$ cat config.mk
export PLATFORM = sky130hd
export DESIGN_NAME = stop_watch_gen
export DESIGN_NICKNAME = d
export VERILOG_FILES = /design/src/rtl/stop_watch_gen.sv
export SDC_FILE = /design/constraint.sdc
export NUM_CORES = 1
export LEC_CHECK = 0
export CELL_PAD_IN_SITES_DETAIL_PLACEMENT = 2
export CELL_PAD_IN_SITES_GLOBAL_PLACEMENT = 2
export CORE_MARGIN = 2
export CORE_UTILIZATION = 37
export CTS_BUF_LIST = sky130_fd_sc_hd__clkbuf_2 sky130_fd_sc_hd__clkbuf_4 sky130_fd_sc_hd__clkbuf_8
export DETAILED_ROUTE_END_ITERATION = 6
export GPL_TIMING_DRIVEN = 0
export PLACE_DENSITY = 0.95
export SYNTH_ARGS = -nofsm -noshare
export SYNTH_HDL_FRONTEND = slang
export SYNTH_SLANG_ARGS = --single-unit
$ cat constraint.sdc
create_clock -name clk -period 6.75 [get_ports clk]
set_clock_uncertainty 0.15 [all_clocks]
set_input_delay 1.35 -clock clk [delete_from_list [all_inputs] [get_ports clk]]
set_output_delay 1.35 -clock clk [all_outputs]
set_load 0.01 [all_outputs]
$ cat src/rtl/stop_watch_gen.sv
`default_nettype none
// +--------------------------------------------------------------------------+
// | stop_watch_gen: N-digit BCD up/down stopwatch with prescaler, preset,    |
// | overflow/zero flags and optional lap freeze (STOP_WATCH_GEN_LAP_EN).     |
// | Revision: 1.0                                                            |
// +--------------------------------------------------------------------------+
module stop_watch_gen #(
  parameter int DVSR = 5000000,
  parameter int NDIG = 4
) (
  input  logic              clk,
  input  logic              reset,
  input  logic              go,
  input  logic              clr,
  input  logic              up,
  input  logic              ld,
  input  logic [4*NDIG-1:0] din,
  input  logic              lap,
  output logic [4*NDIG-1:0] d,
  output logic              ovf,
  output logic              zero
);

  localparam int            PW       = (DVSR > 1) ? $clog2(DVSR) : 1;
  localparam logic [PW-1:0] PSC_LAST = PW'(DVSR - 1);

  logic [PW-1:0]     psc;
  logic              tick;
  logic              step;
  logic [4*NDIG-1:0] cnt;
  logic [NDIG-1:0]   match;
  logic [NDIG-1:0]   dig_zero;

  assign tick = go && (psc == PSC_LAST);
  assign zero = &dig_zero;
  // Down-counting saturates at all zeros: a tick there is simply dropped.
  assign step = tick && (up || !zero);

  always_ff @(posedge clk or posedge reset) begin
    if (reset) begin
      psc <= '0;
    end else if (clr || ld) begin
      psc <= '0;
    end else if (go) begin
      psc <= (psc == PSC_LAST) ? '0 : psc + PW'(1);
    end
  end

  generate
    for (genvar i = 0; i < NDIG; i++) begin : g_digit
      localparam logic [NDIG-1:0] LOWER = NDIG'((1 << i) - 1);
      logic [3:0] digit;
      logic [3:0] din_dig;
      logic [3:0] load_val;
      logic [3:0] inc_val;
      logic [3:0] dec_val;
      logic       carry_in;

      assign din_dig  = din[4*i +: 4];
      assign load_val = (din_dig > 4'd9) ? 4'd9 : din_dig;
      assign inc_val  = (digit == 4'd9) ? 4'd0 : digit + 4'd1;
      assign dec_val  = (digit == 4'd0) ? 4'd9 : digit - 4'd1;
      assign match[i]    = up ? (digit == 4'd9) : (digit == 4'd0);
      assign dig_zero[i] = (digit == 4'd0);
      // A digit moves when every lower digit is at its wrap value.
      assign carry_in = &(match | ~LOWER);
      assign cnt[4*i +: 4] = digit;

      always_ff @(posedge clk or posedge reset) begin
        if (reset) begin
          digit <= 4'd0;
        end else if (clr) begin
          digit <= 4'd0;
        end else if (ld) begin
          digit <= load_val;
        end else if (step && carry_in) begin
          digit <= up ? inc_val : dec_val;
        end
      end
    end
  endgenerate

  always_ff @(posedge clk or posedge reset) begin
    if (reset) begin
      ovf <= 1'b0;
    end else begin
      ovf <= !clr && !ld && step && up && (&match);
    end
  end

`ifdef STOP_WATCH_GEN_LAP_EN
  logic              frozen;
  logic [4*NDIG-1:0] lap_reg;

  // Captures the pre-tick count since cnt is the register value before this edge.
  always_ff @(posedge clk or posedge reset) begin
    if (reset) begin
      frozen  <= 1'b0;
      lap_reg <= '0;
    end else if (clr) begin
      frozen  <= 1'b0;
      lap_reg <= '0;
    end else if (lap) begin
      if (frozen) begin
        frozen <= 1'b0;
      end else begin
        lap_reg <= cnt;
        frozen  <= 1'b1;
      end
    end
  end

  assign d = frozen ? lap_reg : cnt;
`else
  logic lap_unused;
  assign lap_unused = lap;
  assign d = cnt;
`endif

endmodule
`default_nettype wire

* After elaboration in Yosys (flattened, before gate mapping)
Index checks and enable logic that the tools add are counted.
Word-level totals: register bits after elaboration 40, output and inout bits 18, logic and storage cells 86, input port bits 23
Cells by class: $lt $le $gt $ge 4, reductions and logical operators 27, equality and inequality tests 5, $add $sub $neg 9, mux-type cells 35
Operators with widths (number):
- 2-to-1 mux 4 bit | 28
- 2-to-1 mux 23 bit | 3
- adder 23 x 1 -> 23 bit, second input constant | 1
- equality test 23 bit, second input constant | 1
- adder 4 x 1 -> 4 bit, second input constant | 4
- equality test 4 bit, second input constant | 4
- > comparator 4 bit, second input constant | 4
- zero test 4 bit | 4
- subtractor 4 x 1 -> 4 bit, second input constant | 4
- nonzero test 3 bit | 4
- logical AND 1 bit | 9
- AND reduction 4 bit | 2
- 2-to-1 mux 1 bit | 4
- zero test 1 bit | 3
- AND reduction 3 bit | 1
- logical OR 1 bit | 2
- AND reduction 2 bit | 1
- nonzero test 2 bit | 1

* Depth between registers and ports, before layout
Gate-level depths: netlist of run 1.
depth in word-level cells 9, depth in mapped cells 8, gate-level depth less buffers 8

* Worst setup path after synthesis of run 1
Ideal clock, no wire load.
path kind reg2out, from register g_digit[1].digit[0], to output port zero, slack 3.735 ns, arrival time 1.515 ns, stages on the path, launching flop included 6, required time 5.250 ns, buffers on the path 0, path through dfrtp_1 inv_1 ha_1 nor3b_2 nand2_1 nor4_1
On the way: cells in the longest elaborated chain, start to end 2
RTL lines:
- start: declaration | RTL line 52 | logic [3:0] digit;
- start signal: assignment | RTL line 75 | digit <= load_val;
- start signal: assignment | RTL line 77 | digit <= up ? inc_val : dec_val;
- zero test 4 bit | RTL line 64 | assign dig_zero[i] = (digit == 4'd0);
- AND reduction 4 bit | RTL line 35 | assign zero = &dig_zero;
- end: declaration | RTL line 21 | output logic zero
No other way between the ends.

* Final worst setup path of run 1
Same ends and word-level chain as after synthesis.

==> results summary, run 1 <==
Data on the critical path is required at its endpoint by 5.25 ns. The number of antenna repair diodes came out at 0. The register bit count reported by yosys is 40. Once the floorplan was initialized, standard cells occupied 37.9% of the core. The number of standard-cell rows in the floorplan is 33. The final number of max-transition violations is 0. Buffers inserted during clock tree synthesis total 5. The clock slew at the register clock pins of the worst setup and hold paths is 0.09 ns.

The total of buffers placed on input and output ports came out at 39. The most common cell in the synthesized netlist is dfrtp_1. The final setup violation count came out at 0. The worst setup path is of the register to primary output kind. The final clock period utilization by the worst path is 60.6%. The most used routing layer is met2. Wires add up to 11500 µm. Counting instances, the worst hold path has a depth of 1.

The share of power burned in the clock network came out at 28.8%. The total nets after synthesis is 405. The net switching component of the power came out at 193 µW. The count of endpoints failing hold in the final timing report is 0. Summing all multi-input logic gate instances after layout gives 0.00195 mm². The dominant combinational cell family by area after synthesis is simple AND/OR/NAND/NOR gates. The min-delay analysis places its worst path in the category register to register.

The run finished with clean final reports. The number of H-tree levels is 2. The number of buffers on the longest clock path is 2. Measured against the total synthesized area, the mux share comes to 2.80%.

Of the total synthesized cell area, the portion taken by full adders, half adders and majority gates is 5.27%. The TritonCTS clock tree is done. The number of global-route vias before repair was 3463. The static leakage came out at 1.44 nW. Of all flip-flops after synthesis, the portion carrying an async set or reset was 100%. The worst hold endpoint is psc[22]. The relative slew slack is 50.9%.

The met2 capacity usage during global routing came out at 46.9%. The number of hold-repair buffers added at the cts stage came out at 0. The worst register-to-register path begins at g_digit[0].digit[0].

The clock insertion delay at the later pin of the skew report came out at 0.30 ns. Entering global routing, the biggest net connects 33 pins. The final antenna-violating net count is 0. The average cell area after synthesis is 8.37 µm².

The critical path capture point type is a primary output. The setup slack of the worst register-to-register path is 3.78 ns. The power density of the placed cells came out at 153 mW/mm². The routability congestion estimate from global placement is 0.802. The first global-routing pass estimated 18700 µm of wire. The maximum fanout along the worst path is 8. In this run switching power makes up 33.9% of total power.

In the routed design, unresolved DRC markers number 0. Of all cell types, the one taking the most synthesized area is dfrtp_1. Counting the fill cells in the layout gives 909. The share of cells above drive strength 1 came out at 9.13%. The worst-case vdd ir drop came out at 0.0633 mV.

Based on the critical path, the design can be clocked at up to 244 MHz. Final hold analysis gives a worst-case slack of 0.359 ns. CTS placed an instance of clkbuf_8 at the clock tree root. The internal power of the cells totals 376 µW. The cell count after synthesis came out at 369. The layout-stage area growth over the synthesis result is 20.2%. At the end of the flow the core is filled with cells to 45.6%. The height of the die came out at 95.3 µm. After synthesis, the largest area contributor takes up 32.4% of total cell area. The initial detailed-routing violation count is 165. The met1 track utilization from global routing came out at 35.0%. After clock tree synthesis, the repair step resized 0 gates. After the last flow step, the layout net total stands at 452.

The average via count per standard cell is 6.06. The number of unique standard cell types used by synthesis came out at 65. The iteration count of the initial detailed-routing pass is 4. The count of clock tree sinks is 40. The core outline area came out at 0.00813 mm².

The count of flip-flops with a built-in enable after synthesis is 0. The fraction of power consumed by sequential logic is 45.4%. Across the whole layout, storage elements account for 0.00100 mm². In the global route stage, overall resource usage came out at 26.9%. The total die area is 0.00909 mm². The share of the Yosys chip area taken by registers is 32.4%.

Sorting the synthesized cells by area gives the leading types as dfrtp_1, ha_1, nor2_1, nand3_1, o21ai_0. The met3 track utilization from global routing came out at 2.92%. For this run, the number of Yosys warnings is 0.

The number of antenna violations at the first check in global routing is 0. The type of element launching the critical path is a register. The die boundary width is 95.3 µm.

The most used flip-flop cell after synthesis is dfrtp_1. The final instance count without filler cells came out at 521. The number of maximum-capacitance violations is 0. The worst register-to-register path ends at g_digit[1].digit[1]. The number of setup buffers added after CTS is 0. The post-synthesis cell area is 0.00309 mm². In this run the most critical hold path is launched from psc[22]. Ranked by instance count, the synthesized netlist is headed by dfrtp_1, nor2_1, nand2_1, nand3_1, o21ai_0. The average routed wire per standard cell came out at 22.2 µm. The minimum period implied by the final worst setup slack is 4.09 ns. Combinational cells account for 25.7% of the total power. The sum of internal, switching and leakage power came out at 569 µW.

In the final timing run, aggregate negative setup slack is 0 ns. Summing the areas of all xor and xnor instances in the mapped netlist gives 4.26% of the synthesized area. The start point of the critical path is g_digit[1].digit[0].

Pin placement for this block handled 41 I/O pins. The area share of and/or/nand/nor cells after synthesis is 29.7%. The number of cell instances on the worst register-to-register path came out at 8. Data arrives at the worst endpoint at 2.59 ns. Setup repair after global routing left no endpoint under its margin. The sum of net half-perimeters after detailed placement is 8790 µm. Counting tap cells, the placed design contains a total of 514 instances. The remaining global-route overflow is 0.

The via count came out at 3156. The transition at the pin with the smallest max-transition slack is 0.730 ns. The compound-cell area share of the yosys netlist came out at 21.1%.
-- registers in the layout, summed over array words and instances, names as in the netlist --
register and cells:
g_digit.digit 16, ovf 1, psc 23
-- critical path: stages (launching register included) --
cell	delay, ns
dfrtp_1	0.49
inv_1	0.14
ha_1	0.28
nor3b_2	0.29
nand2_1	0.11
nor4_1	0.37
clkdlybuf4s50_1	0.61
-- power by group through the flow --
stage                     registers, mW  logic, mW  clock network (mW)
after floorplan                   0.262     0.0800                   0
after global placement            0.262      0.133                   0
after detailed placement          0.263      0.145                   0
after CTS                         0.258      0.146               0.168
after global routing              0.260      0.160               0.178
final                             0.258      0.146               0.164
-- layer usage --
metal	routed length, µm	up-vias	part of all wire, %
met5	0	-	0
met4	217	0	1.9
met3	467	18	4.0
met2	5850	73	51
met1	5010	1622	43
li1	-	1443	-
-- placed cells by master, fill, tap and decap left out, types with 4 or more instances in the layout --
cell	n
a211oi_1	11
ha_1	13
and3_1	4
nor2b_1	4
a21oi_1	19
nand4_1	4
o21ai_0	25
dfrtp_1	40
xnor2_1	6
buf_2	7
nand2b_1	10
nor3_1	14
a31oi_1	11
clkbuf_8	5
xor2_1	9
nand3b_1	8
clkbuf_1	6
nor4_1	5
nor2_1	36
clkdlybuf4s50_1	39
nand2_1	29
mux2i_1	6
inv_1	17
nand3_1	25
-- logic make-up (layout without fill, tap and decap cells) --
logic type | after synthesis | after routing
adders and majority gates | 13 | 13
muxes | 8 | 8
AOI/OAI and AO/OA | 94 | 94
and+or+nand+nor | 165 | 165
buffers and inverters | 34 | 81
xor gates and xnor gates | 15 | 15
DFF | 40 | 40
-- area by class of cell --
| cell class | instances | area share [%] |
|---|---|---|
| multi-input cells | 295 | 52.5 |
| well taps | 105 | 3.54 |
| flip-flops and latches | 40 | 27.0 |
| inverters | 18 | 1.82 |
| clock inverters | 2 | 0.337 |
| repair buffers | 40 | 11.1 |
| plain buffers | 16 | 1.89 |
| clock buffers | 5 | 1.85 |
-- through the flow --
stage	setup WS [ns]	area [µm²]
floorplan	3.73	3090
global placement	2.94	3610
detailed placement	2.60	3630
CTS	2.67	3710
global route	2.51	3710
finish	2.66	3710
-- worst max path at each step --
| stage | to | slack (ns) |
|---|---|---|
| floorplan | zero | 3.73 |
| global placement | g_digit[1].digit[1] | 2.94 |
| detailed placement | g_digit[1].digit[0] | 2.60 |
| CTS | zero | 2.67 |
| global route | zero | 2.51 |
| finish | zero | 2.66 |
Power figures use the tool's default switching activity.
==> run 2, diff against run 1 <==
--- a/config.mk
+++ b/config.mk
@@ -8,11 +8,11 @@
 export CELL_PAD_IN_SITES_DETAIL_PLACEMENT = 2
 export CELL_PAD_IN_SITES_GLOBAL_PLACEMENT = 2
 export CORE_MARGIN = 2
-export CORE_UTILIZATION = 37
+export CORE_UTILIZATION = 34
 export CTS_BUF_LIST = sky130_fd_sc_hd__clkbuf_2 sky130_fd_sc_hd__clkbuf_4 sky130_fd_sc_hd__clkbuf_8
 export DETAILED_ROUTE_END_ITERATION = 6
 export GPL_TIMING_DRIVEN = 0
-export PLACE_DENSITY = 0.95
+export PLACE_DENSITY = 0.91
 export SYNTH_ARGS = -nofsm -noshare
 export SYNTH_HDL_FRONTEND = slang
 export SYNTH_SLANG_ARGS = --single-unit
==> constraint.sdc (replaced) <==
create_clock -name clk -period 4.1 [get_ports clk]
set_clock_uncertainty 0.15 [all_clocks]
set_input_delay 0.82 -clock clk [delete_from_list [all_inputs] [get_ports clk]]
set_output_delay 0.82 -clock clk [all_outputs]
set_load 0.01 [all_outputs]
==> results summary, run 2 (synthesis gave the netlist of run 1 again) <==
The sum of internal, switching and leakage power came out at 941 µW. The maximum single-stage delay on the critical path came out at 0.59 ns. The number of H-tree levels is 2. The dominant delay contributor by cell family on the critical path is simple AND/OR/NAND/NOR gates. The first global-routing pass estimated 18700 µm of wire. After detailed routing, no signal wire sits above met4. The critical path goes through inv_1, ha_1, nor3b_2, nand2_1, nor4_1, clkdlybuf4s50_1.

CTS saw 40 sinks. Subtracting the final worst setup slack from the clock period gives 3.62 ns. For the worst setup path, the data required time is 3.13 ns. The sum of net half-perimeters after detailed placement is 8040 µm. The total die area came out at 0.00986 mm².

The number of standard-cell rows in the floorplan is 34. The starting utilization of the core area is 35.2%. The finished cells cover 0.00369 mm². The number of antenna repair diodes came out at 0. The CTS buffer count came out at 5. The worst-case vdd ir drop came out at 0.115 mV. The largest net degree at the start of global routing came out at 41. The post-place instance area came out at 0.00361 mm². Setup repair after global routing left no endpoint under its margin.

The count of endpoints failing hold in the final timing report came to 0. Dividing the detail-routed wire length by the instance count gives 21.9 µm. Hold repair after CTS inserted 0 buffers.

Detailed routing placed a total of 5640 µm of wire on met2. The routed design has 11400 µm of wire. The achievable frequency is 276 MHz. The via count is 3150. The post-CTS resize count is 0. After detailed routing, the wire length on met1 is 5150 µm. Across the run, the number of max-cap violations was 0. The final instance count without filler cells is 523.

Relative to the synthesized area, the layout overhead comes to 19.7%. After detailed placement, the design holds a cell count of 516. TritonCTS built the clock tree. The share of cells above drive strength 1 came out at 8.92%. The post-route setup TNS is 0 ns. Clock tree synthesis selected as its root buffer the cell clkbuf_8. The post-detailed-route DRC marker count came out at 0.

The type of element launching the critical path is a register. The clock insertion delay at the later pin of the skew report came out at 0.31 ns. More flip-flops sit in one register than any other, and that register is psc. The critical path in this run is classified as register to primary output. The clock passes through at most 2 buffers. The iteration count of the initial detailed-routing pass came out at 4. After global routing the overflow that remains totals 0. After detailed routing, the met3 layer carries 462 µm of wire. STA classifies the critical path endpoint as a primary output. At the end of routability-driven placement, the weighted congestion stood at 0.834. The average via count per standard cell came out at 6.02. After layout, the worst path uses 88.3% of the clock period. The number of antenna violations at the first check in global routing is 0. The number of global-route vias before repair came to 3473. The run finished with clean final reports. The die boundary width came out at 99.3 µm. The largest registers in the layout are psc (23), g_digit.digit (16), ovf (1).

Of all nets on the critical path, the largest fanout is 8. The top cell types in the final layout, fill and taps aside, are dfrtp_1, clkdlybuf4s50_1, nor2_1. The relative slew slack is 37.7%.

The count of pins on the block boundary came out at 41. The net count reported at finish came out at 451. For this design, the slowest cell found on the critical path is clkdlybuf4s50_1. In this run the vertical extent of the chip is 99.3 µm. Once detail routing completed, the nets flagged for antenna violations numbered 0. Setup violations remaining at the end of the flow were counted as 0. The clock slew at the register clock pins of the worst setup and hold paths came out at 0.09 ns. The core outline area came out at 0.00876 mm². For this block, the initial DRC count from the detailed router was 167. The all-layer global routing usage came out at 24.0%. Dividing total power by cell area gives a power density of 255 mW/mm². The static leakage came out at 1.43 nW. The path class of the tightest hold or removal check is register to register. After clock tree synthesis, the setup repair step added 0 buffers. STA puts the critical path data arrival time at 2.65 ns.

The number of buffers and inverters on the critical path is 2. The number of flip-flops under the largest register name is 23. Leaving out fill and tap cells, the most frequent cell in the layout is dfrtp_1.

The transition at the pin with the smallest max-transition slack came out at 0.933 ns. The final number of max-transition violations is 0. The total of buffers placed on input and output ports is 39.
==> run 2: final cells by class <==
class                   instances  area, µm²
fillers                      1021       5070
multi-input cells             295       1950
flip-flops and latches         40       1000
repair buffers                 39        390
well taps                     108        135
plain buffers                  16       70.1
clock buffers                   5       68.8
inverters                      18       67.6
clock inverters                 2       12.5
==> run 2: worst register-to-register path, stage by stage, from the launching register on <==
cell      delay [ns]
dfrtp_1         0.49
inv_1           0.16
ha_1            0.31
nor3b_2         0.31
nand2_1         0.15
or2_1           0.29
o41ai_4         0.49
mux2_4          0.35
a221oi_2        0.19
==> run 2: power by group <==
group | total (mW) | leakage (nW) | internal [mW] | switching (mW)
registers | 0.425 | 0.546 | 0.405 | 0.0200
logic | 0.242 | 0.848 | 0.0968 | 0.145
clock network | 0.274 | 0.0400 | 0.116 | 0.158
==> run 2: per-layer routing <==
| layer | vias to the layer above | track usage (%) |
|---|---|---|
| met2 | 81 | 41.0 |
| li1 | 1449 | - |
| met1 | 1603 | 31.7 |
| met5 | - | 0 |
| met4 | 0 | 7.06 |
| met3 | 17 | 3.30 |
==> run 2: final timing paths <==
check | cells after the start | start | slack, ns | end
max in group asynchronous | 2 | reset | 2.33 | g_digit[1].digit[2]
min reg2reg | 1 | psc[22] | 0.38 | psc[22]
max reg2reg | 8 | g_digit[1].digit[0] | 1.13 | g_digit[0].digit[0]
max | 6 | g_digit[1].digit[0] | 0.48 | zero
min | 1 | psc[22] | 0.38 | psc[22]
min in group asynchronous | 2 | reset | 0.88 | psc[14]
==> run 2: stage by stage <==
| stage | worst slack, ns | utilization [%] | hold slack [ns] |
|---|---|---|---|
| detailed placement | 0.785 | 41.2 | 0.339 |
| global route | 0.416 | 42.1 | 0.399 |
| floorplan | 1.61 | - | 0.292 |
| global placement | 0.784 | 41.2 | 0.323 |
| CTS | 0.503 | 42.1 | 0.369 |
| finish | 0.480 | 42.1 | 0.378 |
==> run 3, diff against run 2 <==
--- a/config.mk
+++ b/config.mk
@@ -5,12 +5,14 @@
 export SDC_FILE = /design/constraint.sdc
 export NUM_CORES = 1
 export LEC_CHECK = 0
+export ABC_AREA = 1
 export CELL_PAD_IN_SITES_DETAIL_PLACEMENT = 2
 export CELL_PAD_IN_SITES_GLOBAL_PLACEMENT = 2
 export CORE_MARGIN = 2
-export CORE_UTILIZATION = 34
+export CORE_UTILIZATION = 36
 export CTS_BUF_LIST = sky130_fd_sc_hd__clkbuf_2 sky130_fd_sc_hd__clkbuf_4 sky130_fd_sc_hd__clkbuf_8
 export DETAILED_ROUTE_END_ITERATION = 6
+export DONT_BUFFER_PORTS = 1
 export GPL_TIMING_DRIVEN = 0
 export PLACE_DENSITY = 0.91
 export SYNTH_ARGS = -nofsm -noshare
==> results summary, run 3 <==
The root buffer selected by CTS is clkbuf_8. The number of global-route vias before repair is 3960. STA classifies the critical path startpoint as a register. The count of endpoints failing hold in the final timing report came out at 0. Counting the buffers created by CTS gives 5. The async set-or-reset flop fraction in the synthesized netlist came out at 100%. nand2_1 is the most common cell in the netlist. The share of cells above drive strength 1 came out at 8.93%. The post-synthesis cell area is 0.00329 mm².

Once layout is complete, the utilization of the core stands at 40.2%. The routability congestion estimate from global placement came out at 0.902. Clock tree synthesis found a total of 40 sinks.

The final wirelength is 12000 µm. Along the worst path, the maximum fanout reaches 6. The final number of max-transition violations came out at 0. The count of nets left with antenna violations once routing finished came out at 0. In the layout the commonest cells are nand2_1, nand3_1, nor2_1. The primary flip-flop cell chosen by synthesis mapping is dfrtp_1. The iteration count of the initial detailed-routing pass came out at 4. The post-detailed-route DRC marker count came out at 0. After technology mapping, the gate count stands at 506.

The minimum period implied by the final worst setup slack is 3.01 ns. The power density of the placed cells came out at 281 mW/mm². The number of antenna repair diodes is 0. The via count is 3492. The number of flip-flops under the largest register name is 23. For the pin with the worst max-slew slack, the measured transition is 0.662 ns. After detailed routing, the number of vias per cell comes to 5.61. For the worst setup path, the data required time is 3.13 ns.

The starting utilization of the core area is 37.4%. In this run the critical register-to-register path is launched from g_digit[1].digit[0]. In the final routing, the length of wire on met1 measures 5020 µm. In this run the horizontal extent of the chip is 99.7 µm. After synthesis, the netlist uses 34 different library cells. The worst hold-check slack is 0.269 ns. The start point of the critical path is g_digit[2].digit[0].

The remaining global-route overflow is 0. The highest layer touched by signal routing is met4. The final clock period utilization by the worst path came out at 73.3%. The average cell area after synthesis came out at 6.51 µm². The min-delay analysis places its worst path in the category primary input to asynchronous set/reset pin. The number of H-tree levels came out at 2. Detailed placement ended at an HPWL of 9240 µm. The clock insertion delay at the later pin of the skew report came out at 0.30 ns. Global routing consumed, over all layers together, 25.4% of the routing resources.

The post-route setup TNS is 0 ns. The layout-stage area growth over the synthesis result came out at 7.52%. The arrival time at the worst endpoint came out at 2.04 ns. For this design the top-level I/O count stands at 41. The first-pass GRT wire length is 20100 µm.

The net count reported at finish came out at 550. The height of the die is 99.7 µm. The worst pin sits at a relative slew slack of 55.9%. The critical path in this run is classified as register to primary output. Sorting the synthesized cells by area gives the leading types as dfrtp_1, nand2_1, nand3_1, nor2_1, inv_1. Setup repair after global routing left no endpoint under its margin. The total nets after synthesis is 542. The number of buffers on the longest clock path is 2. The post-CTS resize count came out at 0. The register bit count reported by yosys is 40. Setup violations remaining at the end of the flow were counted as 0. After floorplanning, the core was sized to cover 0.00881 mm². The static leakage came out at 1.71 nW. The number of maximum-capacitance violations came out at 0.

Based on the critical path, the design can be clocked at up to 333 MHz. The first routing iteration left 99 violations. Leaving out fill and tap cells, the most frequent cell in the layout is nand2_1.

The largest registers in the layout are psc (23), g_digit.digit (16), ovf (1). The worst setup path is captured at a primary output. The count of flip-flops with a built-in enable after synthesis came out at 0. The total of buffers placed on input and output ports is 0. The total die area is 0.00993 mm². After clock tree synthesis, the setup repair step added 0 buffers. Hold repair after CTS inserted 0 buffers. The number of antenna violations at the first check in global routing came out at 0.

Of all cell types, the one taking the most synthesized area is dfrtp_1. The sequential-to-total area share from yosys stat came out at 30.4%. The register containing the most flip-flops in the final layout is psc. For this run, the number of Yosys warnings is 0. Summed over its instances, the top area cell type makes up 30.4% of the synthesized netlist area. The completed layout was analyzed and its total power is 995 µW.

The sum of met2 wire segment lengths after detailed routing came out at 6470 µm. The routed wire length on met3 is 266 µm. The average routed wire per standard cell is 19.2 µm. The largest net degree at the start of global routing is 41.

The worst-case IR drop observed on VDD is 0.127 mV. The run finished with clean final reports. TritonCTS built the clock tree. The floorplan has 34 rows.

The clock slew at the register clock pins of the worst setup and hold paths is 0.09 ns. Sorting the synthesized cells by how often they occur yields nand2_1, nand3_1, nor2_1, inv_1, dfrtp_1.
==> run 3: changes by cell type after synthesis, sizes merged, moves of 10 or more <==
cell and delta:
nand2 +107, nand3 +46, nor2 +34, nand2b -10
a211oi -10, inv +47, a31oi -12, nand4 +13
==> run 3: area by class of cell <==
type	count	area, µm²
Fill cell	1090	5260
Multi-Input combinational cell	388	1960
Sequential cell	40	1000
Inverter	65	249
Tap cell	108	135
Buffer	13	85.1
Clock buffer	6	82.6
Timing Repair Buffer	1	20.0
Clock inverter	2	10.0
==> run 3: kinds of logic (layout without fill, tap and decap cells) <==
| group | after synthesis | in the layout | share of synthesized area [%] |
|---|---|---|---|
| AND/OR/NAND/NOR | 315 | 315 | 43.5 |
| buffers and inverters | 78 | 87 | 10.1 |
| AO/OA/AOI/OAI | 50 | 50 | 8.36 |
| flip-flops | 40 | 40 | 30.4 |
| adder cells (fa/ha/maj) | 13 | 13 | 4.94 |
| XOR/XNOR | 10 | 10 | 2.66 |
==> run 3: where the power goes <==
part / internal [mW] / switching [mW]
Sequential: 0.411 / 0.0389
Combinational: 0.0814 / 0.171
Clock: 0.135 / 0.158
==> run 3: final timing paths <==
path                                            end  slack, ns  cells after the start
max in group asynchronous                   psc[18]       3.31                      2
worst max register to register  g_digit[3].digit[0]       1.86                      9
worst max-delay path                           zero       1.09                      6
min in group clk                             psc[1]       0.42                      2
worst min-delay path            g_digit[1].digit[2]       0.27                      2
worst min register to register               psc[1]       0.42                      2
==> run 3: worst max-delay path, cell delays in order, from the launching register on <==
cell and delay [ns]:
dfrtp_1 0.50, inv_1 0.17, ha_1 0.20, inv_1 0.08
nor3_2 0.24, nand2_1 0.10, nor3_1 0.44
==> run 3: stage by stage <==
stage	instance area, µm²	std cells	setup WS, ns
global route	3540	623	0.961
global placement	3430	614	1.59
floorplan	3290	506	1.79
CTS	3540	623	1.11
detailed placement	3450	615	1.46
finish	3540	623	1.09
==> run 3: per-layer routing <==
layer,up-vias,GRT usage [%]
li1,1662,-
met1,1757,29.1
met2,55,48.9
met3,18,3.23
met4,0,7.06
met5,-,0
